==> src/rtl/data_mem_resp.sv <==
// Memory responder for the CPU bus: word-addressed RAM with programmable wait states and a one-cycle ready pulse.
// Optional MEM_ALIGN_CHK_EN: misaligned byte addresses are rejected like out-of-range ones.
module data_mem_resp #(
  parameter int DEPTH       = 64,
  parameter int WAIT_CYCLES = 2,
  parameter int ADDR_W      = 32,
  parameter int DATA_W      = 32
) (
  input  logic              clk,
  input  logic              reset,
  input  logic              req,
  input  logic              we,
  input  logic [ADDR_W-1:0] addr,
  input  logic [DATA_W-1:0] wdata,
  output logic [DATA_W-1:0] rdata,
  output logic              ready,
  output logic              busy,
  output logic              err
);
  localparam int IW = $clog2(DEPTH);
  localparam int CW = (WAIT_CYCLES < 1) ? 1 : $clog2(WAIT_CYCLES + 1);

  typedef enum logic [1:0] {IDLE, WAIT, RESPOND} state_t;

  state_t            state_q;
  logic [CW-1:0]     cnt_q;
  logic [ADDR_W-1:0] addr_q;
  logic              we_q;
  logic [DATA_W-1:0] wdata_q;
  logic [DATA_W-1:0] rdata_q;
  logic              ready_q;
  logic              err_q;

  logic [DATA_W-1:0] mem [DEPTH];

  logic [ADDR_W-3:0] widx;
  logic [IW-1:0]     idx;
  logic              bad;
  logic              resp_go;
  logic              unused_lo;

  assign widx      = addr_q[ADDR_W-1:2];
  assign idx       = addr_q[IW+1:2];
  assign unused_lo = &{1'b0, addr_q[1:0]};
`ifdef MEM_ALIGN_CHK_EN
  assign bad = (widx >= (ADDR_W-2)'(DEPTH)) || (addr_q[1:0] != 2'b00);
`else
  assign bad = (widx >= (ADDR_W-2)'(DEPTH));
`endif

  // The cycle after sampling is always spent in WAIT, so the pulse lands WAIT_CYCLES+1 edges later.
  assign resp_go = (state_q == WAIT) && (cnt_q == '0);

  always_ff @(posedge clk) begin
    if (!reset && resp_go && we_q && !bad) mem[idx] <= wdata_q;
  end

  always_ff @(posedge clk) begin
    if (reset) begin
      state_q <= IDLE;
      cnt_q   <= '0;
      addr_q  <= '0;
      we_q    <= 1'b0;
      wdata_q <= '0;
      rdata_q <= '0;
      ready_q <= 1'b0;
      err_q   <= 1'b0;
    end else begin
      case (state_q)
        IDLE: begin
          ready_q <= 1'b0;
          err_q   <= 1'b0;
          if (req) begin
            addr_q  <= addr;
            we_q    <= we;
            wdata_q <= wdata;
            cnt_q   <= CW'(WAIT_CYCLES);
            state_q <= WAIT;
          end
        end
        WAIT: begin
          if (resp_go) begin
            if (!we_q) rdata_q <= bad ? '0 : mem[idx];
            err_q   <= bad;
            ready_q <= 1'b1;
            state_q <= RESPOND;
          end else begin
            cnt_q <= cnt_q - 1'b1;
          end
        end
        RESPOND: begin
          ready_q <= 1'b0;
          err_q   <= 1'b0;
          state_q <= IDLE;
        end
        default: state_q <= IDLE;
      endcase
    end
  end

  assign busy  = (state_q != IDLE);
  assign ready = ready_q;
  assign err   = err_q;
  assign rdata = rdata_q;
endmodule

==> config.mk <==
export PLATFORM = sky130hd
export DESIGN_NAME = data_mem_resp
export DESIGN_NICKNAME = d
export VERILOG_FILES = /design/src/rtl/data_mem_resp.sv
export SDC_FILE = /design/constraint.sdc
export NUM_CORES = 2
export LEC_CHECK = 0
export CAP_MARGIN = 20
export CORE_AREA = 2 2 457 459
export DETAILED_ROUTE_END_ITERATION = 8
export DIE_AREA = 0 0 459 461
export GPL_TIMING_DRIVEN = 0
export SLEW_MARGIN = 20
export SYNTH_ARGS = -nofsm -noshare
export SYNTH_HDL_FRONTEND = slang
export SYNTH_SLANG_ARGS = --single-unit
==> constraint.sdc <==
create_clock -name clk -period 9.98 [get_ports clk]
set_input_delay 1.996 -clock clk [delete_from_list [all_inputs] [get_ports clk]]
set_output_delay 1.996 -clock clk [all_outputs]
set_load 0.02 [all_outputs]
Yosys cells after proc, flatten, opt, wreduce, memory -nomap -nowiden
Memory sizes are Yosys's and may differ from the RTL's. A register that Yosys moved wholly into a read port is not among the register bits.
Cells that the tools add are included.

operators by class
  equal/unequal tests = 5
  reductions and logical operators = 17
  order comparisons = 1
  add/sub/neg operators = 1
  shifts and indexed selects = 0
  multipliers = 0
  bitwise gates (word level) = 1
  divide/modulo/power cells = 0
  mux-type cells = 15

operator list
  cell                 number
  $mux 32              1
  $ge 30x7->1 const B  1
  $mux 6               2
  $mux 2               4
  $pmux 2 s2           2
  $ne 2x2->1 const B   3
  $reduce_and 2->1     3
  $reduce_and 3->1     2
  $reduce_bool 2->1    3
  $logic_and 1x1->1    4
  $logic_not 2->1      2
  $mux 1               4
  $pmux 1 s2           2
  $eq 2x1->1 const B   1
  $eq 2x2->1 const B   1
  $logic_not 1->1      2
  $reduce_or 2->1      1
  $sub 2x1->2 const B  1
  $not 1->1            1

storage, ports and cells
  bits of input ports = 68
  memory bits (writable) = 2048
  output and inout port bits = 35
  logic and storage cells = 49
  memories = 1
  register bits after elaboration = 103
  bits in latches = 0
  ROM bits = 0

memories
  name  words  bits a word  rd ports  clocked after Yosys merged registers in  write ports  RTL line  RTL
  mem   64     32           1         1                                        1            34        logic [DATA_W-1:0] mem [DEPTH];

Longest topological paths before layout
  word-level depth = 7
  depth in mapped cells = 11
  mapped depth without buffers = 7

Least setup slack after synthesis
OpenSTA, ideal clock, no wires.

  path type = input to register
  from = input port reset
  to = memory mem[31][0], enable pin
  path slack = 5116 ps
  setup time = 421 ps
  path buffers = 0
  cell stages on the path = 5
  required time = 9559 ps
  arrival = 4443 ps
  cell sequence = inv_1 nand3_1 nor4_1 nand4_1 nor2_1

on the way
  word-level cells in the longest chain between the ends = 6

ends and longest elaborated chain
  what                            RTL line  RTL
  from (decl)                     10        input logic reset,
  $logic_not 1->1                 55        if (!reset && resp_go && we_q && !bad) mem[idx] <= wdata_q;
  $logic_and 1x1->1 (3 in a row)  55
  $mux 1                          55
  $mux 1 (not written as such)    55
  to (decl)                       34

Every way passes these cells.

Worst setup path in the final report
  from = input port reset
  to = memory mem[62][16], enable pin

Same word-level chain as after synthesis.

==> results.md <==
- Outcome: completed
- Reg clk slew, reported paths: roughly 0.06 ns
- CTS Buf Count: around 210
- DRT Pass-1 Iters: 8
- Crit Path Category: input pin to flop
- Least-Margin Pin Slew: 1.33 ns
- Die W: approximately 460 um
- Netlist cell types: 69
- Cell Area, Synth: a little over 0.08 mm^2
- Crit path from: reset
- Initial antenna violation count: 21
- Min-Delay Path Class: flop to flop
- Total wire length: around 300000 um
- Largest net degree at the start of global routing: between 60 and 70
- Crit. End Element: flop
- Final Core Density: a little under half
- Synth Register Bits: 2155
- Vias in the first global route: about 44000
- Boundary Pins: about 100
- Final antenna-violating net count: 0
- Seq/Total Area, Yosys: just under 80%
- Top achievable clock speed: 164 MHz
- Yosys warns: 0
- Slowest stage delay, CP: 0.96 ns
- WL met2: about 130000 um
- Startpoint class of the critical path: input pin
- Final Max Tran Viols: 0
- Tmin final: a little over 6 ns
- HP Start: addr_q[8]$_SDFFE_PP0P_
- Vias per inst: between 6 and 7
- Area Overhead vs Synth: 19.3%
- Layout net count: about 4500
- Rows: 167
- Met1 wire length: 107000 um
- Leak pwr: between 30 and 40 nW
- I/O Buffers: 100
- Postcts setup bufs: 0
- DR top layer: met5
- CTS max path bufs: 3
- PostCTS Resize Cnt: 0
- TNS Setup: 0 ns
- Met3 wire length: roughly 43000 um
- Fin. Hold Viols: 0
- FILL cells: about 17000
- GPL Wtd Cong: ~0.94
- R2r startpoint: addr_q[26]$_SDFFE_PP0P_
- PD cells: slightly below 200 mW/mm^2
- Worst-path fanout max: 14
- CP arrival: between 6 and 7 ns
- DRT iter0 DRCs: 8852
- Post-DP HPWL: 206000 um
- Core area: a little over 0.2 mm^2
- Total grt overflow: 0
- Max-cap violations: 0
- CP Data Required Time: around 11 ns
- CTS tree: done
- Die span in y: roughly 460 um
- Most common cell after layout, fill and taps aside: edfxtp_1
- Maximum vdd drop: 0.185 mV
- RSZ-0062 raised after global routing: false
- Number of enable flip-flop cells after synthesis: 2048
- Clk sinks: approximately 2200
- FFs w/ async S/R, synth: 0%
- Clock Skew: 0.0580 ns
- Initial Util: roughly two fifths
- Tcrit/Tclk final: about three fifths
- Most frequent cells in the layout: edfxtp_1 (2048), mux4_2 (450), nand2_1 (236), clkbuf_16 (214), mux2i_1 (178)
- Syn Inst Count: 3931
- Syn_area_per_cell: around 21 um^2
- Net Count, Synth: 4000
- First-pass GRT wire length: 394000 um
- Critical-path cell list: clkdlybuf4s50_1, inv_1, nand3_1, nor4_1, nand4_1, nor2_4, buf_16, buf_12
- # hold bufs at CTS: 0
- Die area: approximately 0.21 mm^2
- Ys flop type: edfxtp_1
- Detailed-route via count: about 47000
- Detailed-route wire length per cell: approximately 41 um
- Normalized max-slew margin: 11.0%
- DRC violations left: 0
- Root buffer cell: clkbuf_16
- Final setup violating endpoints: 0
- Share of cells above drive strength 1: between 20% and 30%
- GRT Total Usage: roughly 28%
- CP max stage cell: nand4_1
- H-Tree Depth: 4
- Worst skew pair latency: around 0.9 ns
-- area by class of cell --
type	count	area, um^2	area share, %
Sequential cell	2155	63700	65.0
Multi-Input combinational cell	1554	17800	18.2
Clock buffer	269	5650	5.76
Timing Repair Buffer	272	4990	5.08
Tap cell	2704	3380	3.45
Buffer	212	1290	1.31
Clock inverter	132	1160	1.18
Inverter	10	37.5	0.0383
Antenna cell	6	15.0	0.0153
-- power breakdown --
group	switching (W)	total [W]	internal (W)
Sequential	0.000124	0.0101	0.00996
Combinational	0.000958	0.00141	0.000448
Clock	0.00354	0.00795	0.00440
-- logic make-up after synthesis --
| kind of cell | count (synthesis) | synth area share [%] |
|---|---|---|
| AO/OA/AOI/OAI | 362 | 3.05 |
| buffers and inverters | 222 | 1.57 |
| multiplexers | 649 | 14.9 |
| AND/OR/NAND/NOR | 542 | 3.07 |
| adder cells (fa/ha/maj) | 1 | 0.0152 |
| flip-flops | 2155 | 77.4 |
-- metal layers --
metal / GRT usage, % / vias up
li1: - / 17400
met1: 36.7 / 24600
met2: 41.1 / 3918
met3: 9.71 / 871
met4: 14.7 / 27
met5: 0.781 / -
-- worst max-delay path: cells and delay by family --
family | cells | cell delay (ns)
buf+inv | 4 | 1.28
simple gates | 4 | 3.32
-- per-stage QoR --
| step | setup slack, ns | instances | power, W | instance area, um^2 | hold slack, ns |
|---|---|---|---|---|---|
| 6_report | 3.88 | 7314 | 0.0194 | 98100 | 0.456 |
| 5_1_grt | 3.89 | 7308 | 0.0198 | 98100 | 0.482 |
| 4_1_cts | 4.12 | 7307 | 0.0194 | 98100 | 0.457 |
| 3_5_place_dp | 3.28 | 6906 | 0.0116 | 91300 | 0.448 |
| 3_3_place_gp | 0.597 | 6735 | 0.0116 | 86600 | 0.446 |
| 2_1_floorplan | 5.12 | 3931 | 0.0109 | 82200 | 0.436 |
-- flip-flops by register name, summed over array words and instances (netlist names), named ones only --
signal	count
state_q	2
addr_q	30
rdata	32
wdata_q	32
ready	1
we_q	1
cnt_q	2
mem	2048
err	1
-- worst paths after layout --
path              slack [ns]  depth (start not counted)                      to
setup reg to reg        4.78                          7   mem[62][16]$_DFFE_PP_
hold / removal          0.46                          2  addr_q[8]$_SDFFE_PP0P_
hold reg to reg         0.46                          2  addr_q[8]$_SDFFE_PP0P_
setup / recovery        3.88                          8   mem[62][16]$_DFFE_PP_
-- synth_stat cells, types with 16 or more instances --
master	instances	area [um^2]
a22oi_1	90	676
mux4_2	450	10100
a22o_1	24	210
dfxtp_1	107	2140
buf_4	38	285
o21ai_0	20	100
a21oi_1	79	395
edfxtp_1	2048	61500
nor2_1	116	435
nand3_1	46	230
nor2b_1	20	125
nand2_1	236	886
and3_1	16	100
nand4_1	24	150
clkbuf_1	75	282
a221oi_1	17	149
buf_2	57	285
buf_6	29	327
mux2i_1	178	1780
o22ai_1	57	357
Power figures use the tool's default switching activity.
